**config.mk**
```make
export PLATFORM = sky130hd
export DESIGN_NAME = hint_banner_ctrl
export DESIGN_NICKNAME = d
export VERILOG_FILES = /design/src/rtl/hint_banner_ctrl.sv
export SDC_FILE = /design/constraint.sdc
export NUM_CORES = 1
export LEC_CHECK = 0
export BUFFER_PORTS_ARGS = -buffer_cell sky130_fd_sc_hd__buf_2
export CORE_ASPECT_RATIO = 1.25
export CORE_MARGIN = 2
export CORE_UTILIZATION = 51
export CTS_BUF_LIST = sky130_fd_sc_hd__clkbuf_8
export CTS_CLUSTER_SIZE = 28
export DETAILED_ROUTE_END_ITERATION = 6
export GPL_TIMING_DRIVEN = 0
export PLACE_DENSITY = 0.71
export SLEW_MARGIN = 25
export SYNTH_ARGS = -nofsm -noshare
export SYNTH_HDL_FRONTEND = slang
export SYNTH_SLANG_ARGS = --single-unit
```
**constraint.sdc**
```tcl
create_clock -name clk -period 2.25 [get_ports clk]
set_clock_uncertainty 0.15 [all_clocks]
set_input_delay 0.1125 -clock clk [delete_from_list [all_inputs] [get_ports clk]]
set_output_delay 0.1125 -clock clk [all_outputs]
set_load 0.05 [all_outputs]
```
**src/rtl/hint_banner_ctrl.sv**
```systemverilog
// Hint-banner motion sequencer: slides a 224x28 banner in from below, holds, blinks,
// then slides it back out. All motion and counting advance only on frame_tick.
module hint_banner_ctrl #(
   parameter int unsigned CENTER_X     = 208,
   parameter int unsigned START_Y      = 480,
   parameter int unsigned TARGET_Y     = 226,
   parameter int unsigned STEP         = 8,
   parameter int unsigned HOLD_FRAMES  = 120,
   parameter int unsigned BLINK_FRAMES = 48,
   parameter int unsigned BLINK_PERIOD = 8
) (
   input  logic       clk,
   input  logic       rst,
   input  logic       frame_tick,
   input  logic       trigger,
   input  logic       dismiss,
   output logic [9:0] posx,
   output logic [8:0] posy,
   output logic       isplay,
   output logic       busy,
   output logic       done
);

   localparam logic [2:0] ST_IDLE      = 3'd0;
   localparam logic [2:0] ST_SLIDE_IN  = 3'd1;
   localparam logic [2:0] ST_HOLD      = 3'd2;
   localparam logic [2:0] ST_BLINK     = 3'd3;
   localparam logic [2:0] ST_SLIDE_OUT = 3'd4;

   localparam logic [9:0] POSX_C     = 10'(CENTER_X);
   localparam logic [8:0] START_C    = 9'(START_Y);
   localparam logic [8:0] TARGET_C   = 9'(TARGET_Y);
   localparam logic [8:0] STEP_C     = 9'(STEP);
   localparam logic [9:0] START_W    = 10'(START_Y);
   localparam logic [9:0] STEP_W     = 10'(STEP);
   localparam logic [9:0] IN_LIMIT   = 10'(TARGET_Y + STEP);
   localparam logic [7:0] HOLD_LAST  = 8'(HOLD_FRAMES - 1);
   localparam logic [7:0] BLINK_LAST = 8'(BLINK_FRAMES);
   localparam logic [7:0] PERIOD_C   = 8'(BLINK_PERIOD);

   logic [2:0] state_q, state_d;
   logic [7:0] hold_cnt_q, hold_cnt_d;
   logic [7:0] blink_cnt_q, blink_cnt_d;
   logic [7:0] phase_q, phase_d;
   logic [8:0] posy_d;
   logic       isplay_d;
   logic       done_d;

   always_comb begin
      state_d     = state_q;
      hold_cnt_d  = hold_cnt_q;
      blink_cnt_d = blink_cnt_q;
      phase_d     = phase_q;
      posy_d      = posy;
      isplay_d    = isplay;
      done_d      = 1'b0;

      case (state_q)
         ST_IDLE: begin
            // Trigger beats dismiss here; a same-cycle tick causes no motion.
            if (trigger) begin
               state_d  = ST_SLIDE_IN;
               posy_d   = START_C;
               isplay_d = 1'b1;
            end
         end

         ST_SLIDE_IN: begin
            if (dismiss) begin
               state_d  = ST_SLIDE_OUT;
               isplay_d = 1'b1;
            end else if (frame_tick) begin
               // Widened compare so the step never underflows past the target.
               if ({1'b0, posy} <= IN_LIMIT) begin
                  posy_d     = TARGET_C;
                  state_d    = ST_HOLD;
                  hold_cnt_d = 8'd0;
               end else begin
                  posy_d = posy - STEP_C;
               end
            end
         end

         ST_HOLD: begin
            if (dismiss) begin
               state_d  = ST_SLIDE_OUT;
               isplay_d = 1'b1;
            end else if (trigger) begin
               hold_cnt_d = 8'd0;
               isplay_d   = 1'b1;
            end else if (frame_tick) begin
               hold_cnt_d = hold_cnt_q + 8'd1;
               if (hold_cnt_q == HOLD_LAST) begin
                  state_d     = ST_BLINK;
                  blink_cnt_d = 8'd0;
                  phase_d     = 8'd0;
                  isplay_d    = 1'b1;
               end
            end
         end

         ST_BLINK: begin
            if (dismiss) begin
               state_d  = ST_SLIDE_OUT;
               isplay_d = 1'b1;
            end else if (trigger) begin
               state_d    = ST_HOLD;
               hold_cnt_d = 8'd0;
               isplay_d   = 1'b1;
            end else if (frame_tick) begin
               blink_cnt_d = blink_cnt_q + 8'd1;
               phase_d     = phase_q + 8'd1;
               // End of blink phase wins over a coincident toggle.
               if (blink_cnt_d == BLINK_LAST) begin
                  state_d  = ST_SLIDE_OUT;
                  isplay_d = 1'b1;
               end else if (phase_d == PERIOD_C) begin
                  isplay_d = ~isplay;
                  phase_d  = 8'd0;
               end
            end
         end

         ST_SLIDE_OUT: begin
            // Dismiss has nothing to do here but still outranks a trigger.
            if (trigger && !dismiss) begin
               state_d  = ST_SLIDE_IN;
               isplay_d = 1'b1;
            end else if (frame_tick) begin
               if (({1'b0, posy} + STEP_W) >= START_W) begin
                  posy_d   = START_C;
                  state_d  = ST_IDLE;
                  isplay_d = 1'b0;
                  done_d   = 1'b1;
               end else begin
                  posy_d = posy + STEP_C;
               end
            end
         end

         default: begin
            state_d  = ST_IDLE;
            posy_d   = START_C;
            isplay_d = 1'b0;
         end
      endcase
   end

   always_ff @(posedge clk) begin
      if (rst) begin
         state_q     <= ST_IDLE;
         hold_cnt_q  <= 8'd0;
         blink_cnt_q <= 8'd0;
         phase_q     <= 8'd0;
         posx        <= POSX_C;
         posy        <= START_C;
         isplay      <= 1'b0;
         busy        <= 1'b0;
         done        <= 1'b0;
      end else begin
         state_q     <= state_d;
         hold_cnt_q  <= hold_cnt_d;
         blink_cnt_q <= blink_cnt_d;
         phase_q     <= phase_d;
         posx        <= POSX_C;
         posy        <= posy_d;
         isplay      <= isplay_d;
         busy        <= (state_d != ST_IDLE);
         done        <= done_d;
      end
   end

endmodule

```
==> qor.txt <==
==================================================================================================
Result of the run                                                                        completed
Vertical die dimension                                                                81.4 microns
Wire length of the first global-routing pass                                          10,100 microns
Aggregate routed wire length                                                          6060 microns
Diodes inserted                                                                                  0
Required arrival time at the worst endpoint                                                2290 ps
Mean post-synth cell area                                                               7.50 sq um
Combined area of the multi-input logic cells                                            1610 sq um
Number of fill cells in the layout                                                             462
Sequential share of the synthesized area                                                     0.303
Number of H-tree branching levels                                                                2
Capturing element type of the critical path                                               register
Cell depth of the worst setup path                                                               6
Final layout net count                                                                         373
Total routing resource utilization after global routing                                      0.240
Critical path launch point type                                                           register
Setup Viol. Count Final                                                                          0
Clk Tree Root Cell                                                                        clkbuf_8
Setup repair after global routing missed its margin                                            yes
Category of the most critical setup path                                              register to register
Most frequently used flop master after synthesis                                           dfxtp_1
Count of buffering cells on the critical path with inverters included                            0
Count of boundary I/O pins                                                                      27
Worst hold-check slack                                                                     90.4 ps
Area delta synth->final                                                                      15.2%
Final Max Slew Viols                                                                             0
Vias in the first global route                                                               2,216
Capturing element of the worst setup path                                                     busy
Core region area                                                                        4690 sq um
MaxCap Viol Count                                                                                0
Clock insertion delay at the later pin of the skew report                                   300 ps
Worst Path Arrival                                                                         2200 ps
Total internal power                                                                     0.00101 W
Number of flip-flops and latches in the synthesized netlist                                     37
Total power divided by cell area                                                       546 nW/um^2
Pin count of the biggest net entering global routing                                            13
Total number of placement rows                                                                  28
Via density per instance                                                                      5.79
R2r worst-path depth                                                                             6
Clock Power Share                                                                            0.303
DR WL/cell                                                                            14.4 microns
Net switching power figure                                                              0.000532 W
Clock tree from TritonCTS                                                                    built
Startpoint of the most critical setup path                                                 posy[3]
Number of antenna violations at the first check in global routing                                0
Effective utilization at floorplan                                                           0.521
Maximum ir drop on the vdd rail                                                             300 uV
Fmax                                                                                       462 MHz
Final Cycle Share                                                                            0.961
Max Buffers Root-to-Sink                                                                         2
Count of routing violations after the opening detailed-route iteration                         238
Async set-reset flop share out of synthesis                                                      0
Cell leakage power                                                                         1.06 nW
Longest individual stage delay on the worst path                                            370 ps
Total standard cell area after synthesis                                                2450 sq um
R2r endpoint                                                                                  busy
Area occupied by registers                                                               747 sq um
Die Outline Area                                                                        5370 sq um
Count of unresolved DRC violations after routing                                                 0
Share of post-route cells with drive strength above 1                                        0.188
Number of distinct library cells after synthesis                                                51
Global route total overflow                                                                      0
Hold crit path type                                                                   input pin to register
Switching part of the total power                                                            0.346
FF-to-FF setup slack                                                                         90 ps
RD Place Congestion                                                                          0.885
Register share of total power                                                                0.452
Relative slew margins                                                                        0.544
Reg-to-reg startpoint                                                                      posy[3]
Antenna-violating nets left                                                                      0
Standard cell with the maximum stage delay on the critical path                            dfxtp_2
Final core occ                                                                               0.600
Logic pwr share                                                                              0.245
Final number of hold-violating endpoints                                                         0
Number of synthesized flops with an enable pin                                                   0
Die width                                                                             65.9 microns
Crit path max-delay family                                                            compound AO/OA/AOI/OAI gates
Slew at the pin closest to its max-slew limit                                               684 ps
Clock transition time at the flip-flop clock pins of the worst setup and hold paths          80 ps
Cells after synthesis                                                                          326
Cell Chain, Critical Path                                                             ha_2 -> nand4b_1 -> o221ai_2 -> a41oi_1 -> or2_2 -> a211o_1
CTS Buf Count                                                                                    5
Vias                                                                                         2,444
Min cycle time layout                                                                      2160 ps
Dpl hpwl                                                                              4300 microns
CP Max Fanout                                                                                   10
Clock sink total                                                                                37
First drt pass iteration count                                                                   5
Port Buffer Count                                                                               14
Yosys synthesis warning count                                                                    0
==================================================================================================
final cells by class:
class	count	area share
buffer	29	0.0586
clock buffer	5	0.0244
clock inverter	3	0.00622
inverter	5	0.00666
multi-input combinational	263	0.571
sequential	37	0.265
tap	60	0.0266
timing repair buffer	20	0.0409
power groups by stage:
stage	clock network (W)	logic, W	registers, W
final	0.000466	0.000376	0.000696
after global routing	0.000499	0.000411	0.000699
after CTS	0.000476	0.000367	0.000696
after detailed placement	0	0.000361	0.000711
after global placement	0	0.000359	0.000709
after floorplan	0	0.000229	0.000769
metal layers:
metal,share of wire,routed length [microns],track usage,vias to the layer above
li1,-,-,-,1243
met1,0.43,2620,0.290,1123
met2,0.51,3090,0.427,70
met3,0.045,270,0.0438,8
met4,0.014,84,0.0796,0
met5,0,0,0,-
worst register-to-register path, stage by stage (launching register included):
cell	delay, ps
dfxtp_2	370
ha_2	230
nand4b_1	190
o221ai_2	210
a41oi_1	230
or2_2	370
a211o_1	300
worst min-delay path by stage:
stage               slack (ps)  cells past startpoint    endpoint    start
floorplan                   50                      1  state_q[1]      rst
global placement           240                      2  state_q[1]      rst
detailed placement         240                      2  state_q[1]      rst
CTS                         90                      4        done  trigger
global route               150                      4        done  trigger
finish                      90                      4        done  trigger
stage by stage:
stage / cells / setup slack, ps / power (W) / setup TNS, ps / instance area [sq um]
finish: 422 / 87.4 / 0.00154 / 0 / 2820
global route: 422 / -26.3 / 0.00161 / -94.1 / 2820
CTS: 418 / 13.5 / 0.00154 / 0 / 2740
detailed placement: 410 / -78.5 / 0.00107 / -311 / 2630
global placement: 410 / -72.7 / 0.00107 / -137 / 2630
floorplan: 336 / 72.8 / 0.000998 / 0 / 2490
state kept, by name, indices dropped and copies added (netlist names):
signal       cells
phase_q          8
hold_cnt_q       8
done             1
blink_cnt_q      8
posy             7
busy             1
state_q          3
isplay           1
logic make-up (layout without fill, tap and decap cells):
| family | count (synthesis) | count (layout) | share of synthesized area |
|---|---|---|---|
| and+or+nand+nor | 142 | 142 | 0.304 |
| AOI/OAI and AO/OA | 94 | 94 | 0.246 |
| DFF | 37 | 37 | 0.303 |
| buffers and inverters | 36 | 62 | 0.0772 |
| adders and majority gates | 7 | 7 | 0.0358 |
| muxes | 6 | 6 | 0.0246 |
| other | 2 | 12 | 0.00307 |
| xor gates and xnor gates | 2 | 2 | 0.00716 |
synth_stat cells, drive strengths merged, types with 5 or more instances:
| master | instances | area (sq um) |
|---|---|---|
| nand3b | 5 | 37.5 |
| nor2 | 34 | 128 |
| nand3 | 19 | 95.1 |
| buf | 19 | 125 |
| a311oi | 7 | 61.3 |
| or3 | 5 | 31.3 |
| clkbuf | 12 | 45.0 |
| nand2b | 10 | 62.6 |
| nand2 | 27 | 101 |
| dfxtp | 37 | 741 |
| a31oi | 8 | 50.1 |
| nor2b | 5 | 31.3 |
| inv | 5 | 18.8 |
| o21ai | 22 | 110 |
| nor3 | 5 | 25.0 |
| a21oi | 28 | 140 |
| and3 | 6 | 37.5 |
| nand4 | 6 | 37.5 |
| ha | 7 | 87.6 |
| a211oi | 5 | 37.5 |
| mux2i | 6 | 60.1 |
cell usage in the layout, fill, tap and decap left out, types with 8 or more instances in the layout:
cell,synthesis,layout
a21oi_1,28,28
a31oi_1,8,8
buf_2,4,18
buf_4,13,17
clkbuf_1,12,9
conb_1,2,12
dfxtp_1,37,32
nand2_1,27,27
nand2b_1,10,9
nand3_1,19,19
nor2_1,34,33
o21ai_0,22,22
timing repair:
action | 4_1_cts | 5_1_grt
pin swaps | 0 | 5
gates resized for setup | 4 | 14
hold buffers | 1 | 0
endpoints found under the hold margin | 1 | 0
setup buffers | 0 | 5
endpoints found under the setup margin | 11 | 17
Power figures use the tool's default switching activity.
